## src/rtl/serial_word_deserializer_if.sv

```systemverilog
// Handshake and serial-input bundle for serial_word_deserializer.
// master: the bit source and word consumer; slave: the deserializer.
interface serial_word_deserializer_if #(
  parameter int unsigned WIDTH = 8
);
  logic             start;
  logic             din;
  logic             bit_en;
  logic             word_ready;
  logic [WIDTH-1:0] word;
  logic             word_valid;
  logic             busy;
  logic             overrun;

  modport master (
    output start, din, bit_en, word_ready,
    input  word, word_valid, busy, overrun
  );

  modport slave (
    input  start, din, bit_en, word_ready,
    output word, word_valid, busy, overrun
  );
endinterface

```

## src/rtl/serial_word_deserializer.sv

```systemverilog
// Framed serial-to-parallel word collector with a single-entry valid/ready output
// register; a word completed while the output is still occupied is dropped.
module serial_word_deserializer #(
  parameter int unsigned WIDTH     = 8,
  parameter bit          MSB_FIRST = 1'b1
) (
  input logic                   clk,
  input logic                   reset,
  serial_word_deserializer_if.slave bus
);
  localparam int unsigned    CW   = $clog2(WIDTH);
  localparam logic [CW-1:0]  LAST = CW'(WIDTH - 1);

  typedef enum logic {IDLE, SHIFT} state_t;

  state_t           state_q, state_d;
  logic [CW-1:0]    cnt_q;
  logic [WIDTH-1:0] sr_q, sr_next;
  logic [WIDTH-1:0] word_q;
  logic             valid_q, ovr_q;
  logic             accept, complete, load;

  always_comb begin
    state_d  = state_q;
    sr_next  = sr_q;
    accept   = (state_q == SHIFT) && bus.bit_en && !bus.start;
    complete = accept && (cnt_q == LAST);
    load     = complete && (!valid_q || bus.word_ready);
    if (MSB_FIRST) sr_next = {sr_q[WIDTH-2:0], bus.din};
    else           sr_next = {bus.din, sr_q[WIDTH-1:1]};
    if (bus.start)     state_d = SHIFT;
    else if (complete) state_d = IDLE;
  end

  always_ff @(posedge clk or negedge reset) begin
    if (!reset) state_q <= IDLE;
    else        state_q <= state_d;
  end

  // start takes priority over a coincident strobe and clears the partial frame
  always_ff @(posedge clk or negedge reset) begin
    if (!reset) begin
      cnt_q <= '0;
      sr_q  <= '0;
    end else if (bus.start) begin
      cnt_q <= '0;
      sr_q  <= '0;
    end else if (accept) begin
      sr_q  <= sr_next;
      cnt_q <= complete ? '0 : cnt_q + CW'(1);
    end
  end

  always_ff @(posedge clk or negedge reset) begin
    if (!reset) begin
      word_q  <= '0;
      valid_q <= 1'b0;
      ovr_q   <= 1'b0;
    end else begin
      ovr_q <= complete && !load;
      if (load) begin
        word_q  <= sr_next;
        valid_q <= 1'b1;
      end else if (valid_q && bus.word_ready) begin
        valid_q <= 1'b0;
      end
    end
  end

  assign bus.word       = word_q;
  assign bus.word_valid = valid_q;
  assign bus.busy       = (state_q == SHIFT);
  assign bus.overrun    = ovr_q;
endmodule

```

## src/flat_wrapper.sv

```systemverilog
// flat-port wrapper written by rule: the top's interface ports become plain ports
module serial_word_deserializer_flat 
#(
  parameter int unsigned WIDTH     = 8,
  parameter bit          MSB_FIRST = 1'b1
)
  (clk, reset, bus_start, bus_din, bus_bit_en, bus_word_ready, bus_word, bus_word_valid, bus_busy, bus_overrun);
  serial_word_deserializer_if #(.WIDTH(WIDTH)) bus_i ();
  input logic clk;
  input logic reset;
  input wire logic [$bits(bus_i.start)-1:0] bus_start;
  input wire logic [$bits(bus_i.din)-1:0] bus_din;
  input wire logic [$bits(bus_i.bit_en)-1:0] bus_bit_en;
  input wire logic [$bits(bus_i.word_ready)-1:0] bus_word_ready;
  output wire logic [$bits(bus_i.word)-1:0] bus_word;
  output wire logic [$bits(bus_i.word_valid)-1:0] bus_word_valid;
  output wire logic [$bits(bus_i.busy)-1:0] bus_busy;
  output wire logic [$bits(bus_i.overrun)-1:0] bus_overrun;
  assign bus_i.start = bus_start;
  assign bus_i.din = bus_din;
  assign bus_i.bit_en = bus_bit_en;
  assign bus_i.word_ready = bus_word_ready;
  assign bus_word = bus_i.word;
  assign bus_word_valid = bus_i.word_valid;
  assign bus_busy = bus_i.busy;
  assign bus_overrun = bus_i.overrun;
  serial_word_deserializer #(.WIDTH(WIDTH), .MSB_FIRST(MSB_FIRST)) u_core (.clk(clk), .reset(reset), .bus(bus_i));
endmodule
```

## config.mk

```make
export PLATFORM = sky130hd
export DESIGN_NAME = serial_word_deserializer_flat
export DESIGN_NICKNAME = d
export VERILOG_FILES = /design/src/rtl/serial_word_deserializer_if.sv /design/src/rtl/serial_word_deserializer.sv /design/src/flat_wrapper.sv
export SDC_FILE = /design/constraint.sdc
export NUM_CORES = 1
export LEC_CHECK = 0
export CAP_MARGIN = 20
export CORE_ASPECT_RATIO = 0.75
export CORE_UTILIZATION = 50
export DETAILED_ROUTE_END_ITERATION = 7
export GPL_ROUTABILITY_DRIVEN = 0
export GPL_TIMING_DRIVEN = 0
export HOLD_SLACK_MARGIN = 0.02
export MAX_ROUTING_LAYER = met4
export PLACE_DENSITY = 0.77
export SYNTH_ARGS = -nofsm -noshare
export SYNTH_HDL_FRONTEND = slang
export SYNTH_SLANG_ARGS = --single-unit
```

## constraint.sdc

```tcl
create_clock -name clk -period 2.7 [get_ports clk]
set_input_delay 0.675 -clock clk [delete_from_list [all_inputs] [get_ports clk]]
set_output_delay 0.675 -clock clk [all_outputs]
set_load 0.01 [all_outputs]
```

# --- Yosys cells after proc, flatten, opt, wreduce, memory -nomap -nowiden ---
# Index checks and enable logic that the tools add are counted.
totals:
  register_bits: 21
  input_bits: 6
  output_inout_bits: 11
  elab_cells: 30
classes:
  addsub: 1
  n_eq_ne: 1
  muxes: 9
  n_reduce_logical: 13
ops:
  columns: ["cell", "count"]
  rows:
  - ["$mux 7", 2]
  - ["$mux 3", 3]
  - ["$logic_and 1x1->1", 6]
  - ["$reduce_bool 2->1", 3]
  - ["$mux 1", 4]
  - ["$add 3x1->3 const B", 1]
  - ["$eq 3x3->1 const B", 1]
  - ["$logic_not 1->1", 3]
  - ["$logic_or 1x1->1", 1]

# --- Longest topological paths before layout ---
# Gate-level depths: netlist of the first run.
logic_depth:
  depth_word: 6
  mapped_depth: 6
  mapped_depth_nobuf: 5

# --- Worst setup path before layout of the first run ---
# No wires, ideal clock.
synth_path:
  kind: "input -> register"
  startpoint: "input port bus_start"
  endpoint: "register u_core.word_q[0], in the netlist u_core.bus.word[0]"
  setup_ps: 125
  arrival_ps: 1462
  required_time_ps: 2575
  path_slack_ps: 1113
  stages: 4
  path_buffers: 1
  path_cell_list: "nand4b_1 -> nor2b_2 -> buf_6 -> mux2_4"
synth_between:
  elab_chain_len: 4
synth_rtl:
  columns: ["element", "line", "source"]
  rows:
  - ["start, declared", "flat_wrapper.sv:11", "input wire logic [$bits(bus_i.start)-1:0] bus_start;"]
  - ["$logic_not 1->1", "serial_word_deserializer.sv:26", "accept = (state_q == SHIFT) && bus.bit_en && !bus.start;"]
  - ["$logic_and 1x1->1", "serial_word_deserializer.sv:26", null]
  - ["$logic_and 1x1->1", "serial_word_deserializer.sv:27", "complete = accept && (cnt_q == LAST);"]
  - ["$logic_and 1x1->1", "serial_word_deserializer.sv:28", "load = complete && (!valid_q || bus.word_ready);"]
  - ["end signal, assigned", "serial_word_deserializer.sv:62", "word_q <= sr_next;"]
  - ["end, declared", "serial_word_deserializer.sv:19", "logic [WIDTH-1:0] word_q;"]
# No other way between the ends.
# A chain may end at the register's enable or synchronous reset.

# --- Final worst setup path of the first run ---
layout_path:
  startpoint: "register u_core.state_q, in the netlist u_core.bus.busy"
  endpoint: "output port bus_busy"
layout_rtl:
  columns: ["element", "line", "source"]
  rows:
  - ["start, declared", "serial_word_deserializer.sv:16", "state_t state_q, state_d;"]
  - ["start signal, assigned", "serial_word_deserializer.sv:37", "else state_q <= state_d;"]
  - ["end, declared", "flat_wrapper.sv:17", "output wire logic [$bits(bus_i.busy)-1:0] bus_busy;"]
# No word-level cell between the ends.

==> summary.txt, run 1 <==
Timing
  • Setup Skew: 0.001897 ns
  • Pins over their slew limit: 0
  • Worst-Margin Slew: 0.8984 ns
  • Final hold vios: 0
  • Final Setup Violations: 0
  • Slew HR: 0.3992
  • WHS: 0.5244 ns
  • Setup TNS: 0 ns
  • RSZ-0062 raised after global routing: no
  • Fin crit period: 1.952 ns
  • Max Clk Rate: 512.4 MHz
  • Tcrit/Tclk final: 0.7228

Clock network
  • # Post-CTS Setup Buffers: 0
  • CTS root buffer: clkbuf_4
  • Cts repair resizes: 0
  • Worst-path clk slew: 0.11 ns
  • H-tree depth: 1
  • Total CTS buffers: 3
  • CTS Sinks: 21
  • CTS tree: built
  • Hold-fix buffers, CTS: 0
  • Longest Clk Path Bufs: 2
  • Clock Latency Late Sink: 0.30 ns

Place
  • PortBufs: 16
  • Cell total after placement: 111
  • Post-DP HPWL: around 1 mm

Power
  • VDD IR max: between 0.3 and 0.4 mV
  • Overall power: ~500 uW
  • Sw power: 116.0 uW
  • Switching share of power: 0.2309
  • Pwr dens: about 460 nW/um2
  • Sequential Power Share: 0.639
  • Clock power frac: 0.300
  • Leak Pwr: 0.5008 nW
  • Comb power frac: 0.061
  • P_int: 386.4 uW

Global routing
  • Gr usage total: 0.2000
  • First-pass GRT wire length: ~2.6 mm
  • Global route overflow: 0
  • Vias in the first global route: 585
  • Largest net degree at the start of global routing: 22
  • Initial antenna violation count: 0

Routing
  • DRT antenna net count: 0
  • Post-route DRC: 0
  • Routed WL per cell: 12.78 um
  • Vias: a little under 600
  • Drt pass-1 iters: 4
  • First DRT Iteration DRCs: 8
  • Vias per inst: 5.148
  • DRT Wirelength: 1.470 mm

Setup path
  • Buf+Inv Stages, Crit Path: 1
  • Slowest cell on crit path: clkdlybuf4s50_1
  • CP Data Required Time: between 2 and 2.5 ns
  • Crit end category: primary output
  • Delay-heaviest family, CP: buffers and inverters
  • Crit-path cells: clkdlybuf4s50_1
  • Crit path kind: register to primary output
  • Worst Path Arrival: 1.28 ns
  • Startpoint types: register
  • Crit path max fanout: 5
  • Slowest Stage Delay on Critical Path: 0.56 ns

Layout
  • Synthesis-to-finish area growth: 24.05%
  • Layout Utilization: 0.7000
  • Total Nets Final: 103
  • Ant. Diodes: 0
  • Final Instance Count excl. Fillers: 115
  • Share of cells above drive strength 1: 0.1702

Synthesis
  • Register area share after synthesis: 0.5907
  • Synthesized net count: 82
  • Flops & latches, synth: 21
  • Cell area after synthesis: between 800 and 900 um2
  • Mean post-synth cell area: 12.02 um2
  • Synth cell types: 16
  • Synth warn: 0
  • Post-Synthesis Cells: 74

Floorplanning
  • Die Ht: 38.53 um
  • Row count: 12
  • Ports: 17
  • Initial Util: 0.5643
  • Core area: 1577 um2
  • Die X: 50.71 um
  • Die area: 1954 um2

Min path
  • Hold WC Path Type: register to register

Run
  • Max-cap violations: 0

Outcome
  • Status: complete, no violations
[final cells by class]
cell class / count / area (um2)
well taps: 21 / 26.28
plain buffers: 4 / 23.77
multi-input cells: 49 / 340.3
fillers: 128 / 473.0
repair buffers: 16 / 160.2
clock inverters: 1 / 5.005
flip-flops and latches: 21 / 525.5
clock buffers: 3 / 22.52
[Yosys cell counts]
master	n	area, um2
dfrtp_1	21	525.5
nand2_1	20	75.07
a21oi_1	10	50.05
mux2_4	8	120.1
clkbuf_1	2	7.510
ha_1	2	25.02
nand3b_1	2	15.01
a21o_1	1	7.510
and2_1	1	6.260
buf_2	1	5.000
buf_6	1	11.26
nand2b_4	1	13.76
nand4b_1	1	8.760
nor2_1	1	3.750
nor2b_2	1	8.760
or3_1	1	6.260
[path summary, 6_finish.rpt]
check	startpoint	to	slack, ns	cells after the start
max	u_core.bus.busy$_DFFE_PN0P_	bus_busy	0.75	1
max in group asynchronous	reset	u_core.cnt_q[2]$_DFFE_PN0P_	1.29	1
min reg2reg	u_core.bus.word[4]$_DFFE_PN0P_	u_core.bus.word[4]$_DFFE_PN0P_	0.52	1
min in group asynchronous	reset	u_core.bus.word[4]$_DFFE_PN0P_	0.86	1
min	u_core.bus.word[4]$_DFFE_PN0P_	u_core.bus.word[4]$_DFFE_PN0P_	0.52	1
max reg2reg	u_core.cnt_q[0]$_DFFE_PN0P_	u_core.bus.word[1]$_DFFE_PN0P_	1.02	6
[power groups by stage]
stage | Combinational [mW] | Sequential, mW | Clock [mW]
detailed placement | 0.0312 | 0.327 | 0
finish | 0.0306 | 0.321 | 0.151
floorplan | 0.0134 | 0.327 | 0
CTS | 0.0313 | 0.321 | 0.158
global placement | 0.0302 | 0.327 | 0
global route | 0.0352 | 0.322 | 0.170
[metrics by stage]
| stage | setup WS, ns | cell area, um2 |
|---|---|---|
| 2_1_floorplan | 1.113 | 889.6 |
| 3_3_place_gp | 0.5858 | 1076 |
| 3_5_place_dp | 0.5763 | 1076 |
| 4_1_cts | 0.7345 | 1104 |
| 5_1_grt | 0.6755 | 1104 |
| 6_report | 0.7484 | 1104 |
[per-layer routing]
| metal | track usage | vias to the layer above | routed length (um) |
|---|---|---|---|
| met5 | - | - | 0 |
| met4 | 0.06944 | 0 | 13 |
| met3 | 0.07540 | 2 | 81 |
| met2 | 0.2833 | 17 | 637 |
| met1 | 0.2648 | 285 | 737 |
| li1 | - | 288 | - |
[cell usage in the layout, fill, tap and decap left out]
cell,n
a21o_1,1
nand3b_1,2
buf_2,1
and2_1,1
nand2b_4,1
a21oi_1,10
nand4b_1,1
clkdlybuf4s50_1,16
nor2_1,1
clkbuf_4,3
nor2b_2,1
dfrtp_1,21
clkinv_2,1
mux2_4,8
or3_1,1
buf_6,1
ha_1,2
nand2_1,20
clkbuf_1,2
[state kept, by name, indices dropped and copies added (netlist names)]
register	count
u_core.bus.busy	1
u_core.sr_q	7
u_core.bus.overrun	1
u_core.bus.word_valid	1
u_core.bus.word	8
u_core.cnt_q	3
[cells by family after synthesis]
logic type / count (synthesis) / synth area share
buf+inv: 4 / 0.02672
mux: 8 / 0.1350
simple gates: 28 / 0.1547
flops: 21 / 0.5907
compound gates: 11 / 0.06470
fa+ha+maj: 2 / 0.02812
Power figures use the tool's default switching activity.
==> run 2: changes to the inputs <==
--- a/config.mk
+++ b/config.mk
@@ -7,13 +7,13 @@
 export LEC_CHECK = 0
 export CAP_MARGIN = 20
 export CORE_ASPECT_RATIO = 0.75
-export CORE_UTILIZATION = 50
+export CORE_UTILIZATION = 44
 export DETAILED_ROUTE_END_ITERATION = 7
 export GPL_ROUTABILITY_DRIVEN = 0
 export GPL_TIMING_DRIVEN = 0
 export HOLD_SLACK_MARGIN = 0.02
 export MAX_ROUTING_LAYER = met4
-export PLACE_DENSITY = 0.77
+export PLACE_DENSITY = 0.72
 export SYNTH_ARGS = -nofsm -noshare
 export SYNTH_HDL_FRONTEND = slang
 export SYNTH_SLANG_ARGS = --single-unit
==> constraint.sdc (replaced) <==
create_clock -name clk -period 1.61 [get_ports clk]
set_input_delay 0.4025 -clock clk [delete_from_list [all_inputs] [get_ports clk]]
set_output_delay 0.4025 -clock clk [all_outputs]
set_load 0.01 [all_outputs]
==> run 2 against run 1 <==
Core utilization decreased by 7.2 points. Cell count is 5.2% higher. Critical path depth increased by 5. Global-route usage decreased by 2.5 points. Count of clock-buffer cells in the layout unchanged. Register-to-register slack got worse by 1.0 ns. Worst hold slack lost 0.0018 ns. Via count is 1.7% higher. Sequential share of layout area down 1.7 points. Critical path type is now register to register. Highest routed layer unchanged.
==> summary.txt, run 2 (synthesis gave the netlist of run 1 again) <==
Outcome
  • Status: complete, no violations

Floorplanning
  • Ports: 17
  • Initial Util: 0.4883
  • Die area: between 2000 and 2500 um2
  • Die Ht: 40.94 um
  • Die X: 53.92 um
  • Row count: 13
  • Core area: 1822 um2

Timing
  • Tcrit/Tclk final: 0.9886
  • Slew HR: 0.3787
  • Max Clk Rate: 628.3 MHz
  • Final Setup Violations: 0
  • WHS: 0.5226 ns
  • Pins over their slew limit: 0
  • Final hold vios: 0
  • Worst-Margin Slew: 0.9291 ns
  • Final worst slack: 0.01836 ns
  • Fin crit period: between 1.5 and 2 ns
  • RSZ-0062 raised after global routing: yes
  • Setup Skew: 0.005179 ns

Layout
  • Commonest non-fill, non-tap cell in the layout: dfrtp_1
  • Commonest non-fill, non-tap cells in the layout: 21 x dfrtp_1, 20 x nand2_1, 10 x a21oi_1, 10 x dlygate4sd2_1, 8 x mux2_4
  • Synthesis-to-finish area growth: 28.69%
  • Total Nets Final: 108
  • Area of the multi-input gates: between 300 and 400 um2
  • Share of cells above drive strength 1: 0.2323
  • FF+latch area: about 530 um2
  • Layout Utilization: 0.6284
  • Fillers: 156
  • Ant. Diodes: 0
  • Number of flip-flops in the largest register: 8
  • Final Instance Count excl. Fillers: 121

Run
  • Max-cap violations: 0

Routing
  • Vias: around 600
  • Routed WL per cell: 12.75 um
  • First DRT Iteration DRCs: 7
  • Post-route DRC: 0
  • Drt pass-1 iters: 4
  • Vias per inst: 4.975
  • DRT antenna net count: 0
  • DRT Wirelength: 1.543 mm

Power
  • Leak Pwr: 0.5613 nW
  • Switching share of power: 0.2302
  • VDD IR max: slightly below 0.6 mV
  • Sequential Power Share: 0.637
  • Pwr dens: 738.4 nW/um2
  • P_int: approximately 650 uW
  • Sw power: 194.6 uW
  • Clock power frac: 0.298
  • Comb power frac: 0.065

Clock network
  • Clock Latency Late Sink: 0.31 ns
  • Worst-path clk slew: between 0.1 and 0.15 ns
  • Hold-fix buffers, CTS: 0
  • Total CTS buffers: 3
  • Longest Clk Path Bufs: 2
  • CTS Sinks: 21
  • H-tree depth: 1
  • CTS tree: built
  • CTS root buffer: clkbuf_4

Min path
  • Hold WC Path Type: register to register

Setup path
  • Crit. Startpoint: u_core.cnt_q[0]$_DFFE_PN0P_
  • Reg2Reg Launch Point: u_core.cnt_q[0]$_DFFE_PN0P_
  • Reg2reg path depth: 6
  • Register-to-register setup slack: 0.02 ns
  • Worst Path Arrival: 1.79 ns
  • Buf+Inv Stages, Crit Path: 1
  • Slowest cell on crit path: dfrtp_1
  • Crit path max fanout: 8
  • Worst reg2reg endpoint: u_core.bus.word[0]$_DFFE_PN0P_
  • Delay-heaviest family, CP: flip-flops
  • Startpoint types: register
  • CP Data Required Time: between 1.5 and 2 ns
  • Critical Path Sink: u_core.bus.word[0]$_DFFE_PN0P_
  • Crit-path cells: ha_2, ha_4, nand4b_1, nor2b_2, buf_6, mux2_4
  • Crit path kind: register to register
  • CP Depth: 6
  • Crit end category: register
  • Slowest Stage Delay on Critical Path: 0.38 ns

Global routing
  • Largest net degree at the start of global routing: 22
  • Vias in the first global route: 538
  • Gr usage total: 0.1749
  • First-pass GRT wire length: 2.401 mm
  • Initial antenna violation count: 0
  • Global route overflow: 0

Place
  • Post-DP HPWL: 1.050 mm
  • PortBufs: 16
  • Cell total after placement: 112
  • Pre-CTS WS: -0.2816 ns
run 2: worst register-to-register path, stage by stage (launching register included):
cell	delay [ns]
dfrtp_1	0.38
ha_2	0.20
ha_4	0.13
nand4b_1	0.15
nor2b_2	0.15
buf_6	0.17
mux2_4	0.31
run 2: metal layers:
metal  GRT usage  up-vias  wire (um)
li1            -      299          -
met1      0.2113      287        740
met2      0.2623       14        711
met3     0.07778        2         79
met4     0.05921        0         11
met5           -        -          0
run 2: what timing repair did:
item	in CTS	in global routing
endpoints found under the setup margin	18	8
resized for setup	13	0
pin swaps	2	2
buffers inserted	3	2
run 2: power groups by stage:
stage          clock, mW  combinational [mW]  sequential (mW)
6_report           0.252              0.0552            0.538
3_5_place_dp           0              0.0523            0.549
5_1_grt            0.276              0.0631            0.539
2_1_floorplan          0              0.0225            0.548
4_1_cts            0.257              0.0535            0.539
3_3_place_gp           0              0.0505            0.548
run 2: layout make-up:
cell class,instances,area share
sequential,21,0.4590
multi-input combinational,49,0.3104
timing repair buffer,21,0.1617
tap,22,0.02404
buffer,4,0.02076
clock buffer,3,0.01967
clock inverter,1,0.004372
run 2: through the flow:
stage | power (mW) | setup TNS (ns) | instance area [um2]
final | 0.8454 | 0 | 1145
after floorplan | 0.5701 | 0 | 889.6
after global placement | 0.5986 | -1.773 | 1077
after CTS | 0.8494 | -0.1613 | 1130
after detailed placement | 0.6009 | -2.405 | 1077
after global routing | 0.8780 | -0.2221 | 1145
run 2: worst min-delay path by stage:
stage                                         startpoint  cells past startpoint                              to  slack (ns)
after global routing      u_core.bus.word[3]$_DFFE_PN0P_                      1  u_core.bus.word[3]$_DFFE_PN0P_        0.54
after global placement        u_core.sr_q[6]$_DFFE_PN0P_                      1  u_core.bus.word[7]$_DFFE_PN0P_        0.49
final                     u_core.bus.word[0]$_DFFE_PN0P_                      1  u_core.bus.word[0]$_DFFE_PN0P_        0.52
after floorplan                                    reset                      0     u_core.bus.busy$_DFFE_PN0P_        0.11
after CTS                 u_core.bus.word[0]$_DFFE_PN0P_                      1  u_core.bus.word[0]$_DFFE_PN0P_        0.52
after detailed placement  u_core.bus.word[6]$_DFFE_PN0P_                      1  u_core.bus.word[6]$_DFFE_PN0P_        0.50
==> run 3: changes to the inputs <==
--- a/config.mk
+++ b/config.mk
@@ -14,6 +14,7 @@
 export HOLD_SLACK_MARGIN = 0.02
 export MAX_ROUTING_LAYER = met4
 export PLACE_DENSITY = 0.72
+export SETUP_SLACK_MARGIN = 0.02
 export SYNTH_ARGS = -nofsm -noshare
 export SYNTH_HDL_FRONTEND = slang
 export SYNTH_SLANG_ARGS = --single-unit
==> run 3 against run 2 <==
Global-route usage unchanged. Sequential power about the same. Clock skew down 0.00065 ns. Core utilization up 0.14 points. Critical path depth unchanged. Flip-flop and latch count unchanged. Register-to-register slack about the same. Non-clock buffer count unchanged. Critical endpoint unchanged. Largest power group unchanged. Highest routed layer unchanged.
==> summary.txt, run 3 (synthesis gave the netlist of run 1 again) <==
Place
  • Post-DP HPWL: 1.050 mm
  • Cell total after placement: 112
  • PortBufs: 16
  • Pre-CTS WS: -0.2816 ns

Power
  • Leak Pwr: 0.5801 nW
  • Sw power: 194.8 uW
  • Switching share of power: 0.2303
  • Pwr dens: 737.0 nW/um2
  • P_int: 650.8 uW
  • Comb power frac: 0.065
  • VDD IR max: 0.5841 mV
  • Clock power frac: 0.298
  • Sequential Power Share: 0.637

Timing
  • Max Clk Rate: 629.0 MHz
  • Fin crit period: 1.590 ns
  • Setup Skew: between 0.004 and 0.005 ns
  • Pins over their slew limit: 0
  • WHS: 0.5226 ns
  • Tcrit/Tclk final: 0.9875
  • Final worst slack: 0.02008 ns
  • Final hold vios: 0
  • Worst-Margin Slew: slightly above 0.9 ns
  • Final Setup Violations: 0
  • RSZ-0062 raised after global routing: yes
  • Slew HR: 0.3769

Setup path
  • Startpoint types: register
  • Reg2reg path depth: 6
  • CP Data Required Time: between 1.5 and 2 ns
  • Slowest Stage Delay on Critical Path: 0.38 ns
  • Crit path max fanout: 8
  • Crit end category: register
  • Worst Path Arrival: 1.79 ns
  • Crit path kind: register to register
  • Crit-path cells: ha_2, ha_4, nand4b_1, nor2b_2, buf_6, mux2_4
  • Slowest cell on crit path: dfrtp_1

Floorplanning
  • Row count: 13
  • Ports: 17
  • Die X: 53.92 um
  • Die Ht: 40.94 um
  • Initial Util: 0.4883
  • Core area: 1822 um2
  • Die area: approximately 2200 um2

Routing
  • Routed WL per cell: ~13 um
  • First DRT Iteration DRCs: 5
  • Vias: approximately 610
  • DRT antenna net count: 0
  • Vias per inst: 5.000
  • Post-route DRC: 0
  • DRT Wirelength: about 1.6 mm
  • Drt pass-1 iters: 4

Layout
  • Layout Utilization: 0.6298
  • Commonest non-fill, non-tap cells in the layout: 21 x dfrtp_1, 20 x nand2_1, 10 x a21oi_1, 10 x dlygate4sd2_1, 8 x mux2_4
  • Share of cells above drive strength 1: 0.2323
  • Ant. Diodes: 0
  • Synthesis-to-finish area growth: 28.97%
  • Total Nets Final: between 100 and 150
  • Number of flip-flops in the largest register: 8
  • Final Instance Count excl. Fillers: 121
  • Commonest non-fill, non-tap cell in the layout: dfrtp_1

Clock network
  • Total CTS buffers: 3
  • H-tree depth: 1
  • CTS Sinks: 21
  • Clock Latency Late Sink: 0.31 ns
  • Longest Clk Path Bufs: 2
  • CTS root buffer: clkbuf_4
  • CTS tree: built
  • Worst-path clk slew: 0.12 ns

Global routing
  • Gr usage total: 0.1749
  • Largest net degree at the start of global routing: 22
  • Initial antenna violation count: 0
  • Vias in the first global route: roughly 540
  • Global route overflow: 0
  • First-pass GRT wire length: 2.401 mm

Outcome
  • Status: complete, no violations

Run
  • Max-cap violations: 0

Min path
  • Cells on Worst Hold Path: 1
  • Hold WC Path Type: register to register
[run 3: cell type report]
cell class,count,area (um2)
Sequential cell,21,525.5
Clock buffer,3,22.52
Timing Repair Buffer,21,187.7
Clock inverter,1,5.005
Fill cell,155,674.4
Buffer,4,23.77
Multi-Input combinational cell,49,355.3
Tap cell,22,27.53
[run 3: worst max-delay path, delay by kind of cell, from the launching register on]
kind | cells | cell delay [ns]
muxes | 1 | 0.31
DFF | 1 | 0.38
buffers and inverters | 1 | 0.17
and+or+nand+nor | 2 | 0.30
adders and majority gates | 2 | 0.32
[run 3: per-stage QoR]
| stage | instance area, um2 | power (mW) | TNS, ns |
|---|---|---|---|
| floorplan | 889.6 | 0.5701 | 0 |
| global placement | 1077 | 0.5986 | -1.773 |
| detailed placement | 1077 | 0.6009 | -2.405 |
| CTS | 1130 | 0.8494 | -0.1613 |
| global route | 1147 | 0.8780 | -0.2221 |
| finish | 1147 | 0.8456 | 0 |
[run 3: final timing paths]
kind                                                start                              to  slack, ns
min reg2reg                u_core.bus.word[7]$_DFFE_PN0P_  u_core.bus.word[7]$_DFFE_PN0P_       0.52
max                           u_core.cnt_q[0]$_DFFE_PN0P_  u_core.bus.word[0]$_DFFE_PN0P_       0.02
max in group asynchronous                           reset  u_core.bus.word[0]$_DFFE_PN0P_       0.44
max reg2reg                   u_core.cnt_q[0]$_DFFE_PN0P_  u_core.bus.word[0]$_DFFE_PN0P_       0.02
min                        u_core.bus.word[7]$_DFFE_PN0P_  u_core.bus.word[7]$_DFFE_PN0P_       0.52
min in group asynchronous                           reset  u_core.bus.word[4]$_DFFE_PN0P_       0.60
[run 3: layer usage]
layer	part of all wire	track usage	vias to the layer above
li1	-	-	299
met1	0.47	0.2113	288
met2	0.47	0.2623	14
met3	0.047	0.07778	4
met4	0.012	0.05921	0
met5	0	-	-
[run 3: repair_timing]
action                                 in CTS  in global routing
endpoints found under the hold margin       0                  0
setup endpoints to repair                  18                  9
resized for setup                          13                  1
setup buffers                               3                  2
hold buffers                                0                  0
pin swaps                                   2                  2
[run 3: power groups by stage]
stage               combinational (mW)  sequential, mW  clock (mW)
floorplan                       0.0225           0.548           0
global route                    0.0631           0.539       0.276
detailed placement              0.0523           0.549           0
CTS                             0.0535           0.539       0.257
finish                          0.0551           0.538       0.252
global placement                0.0505           0.548           0
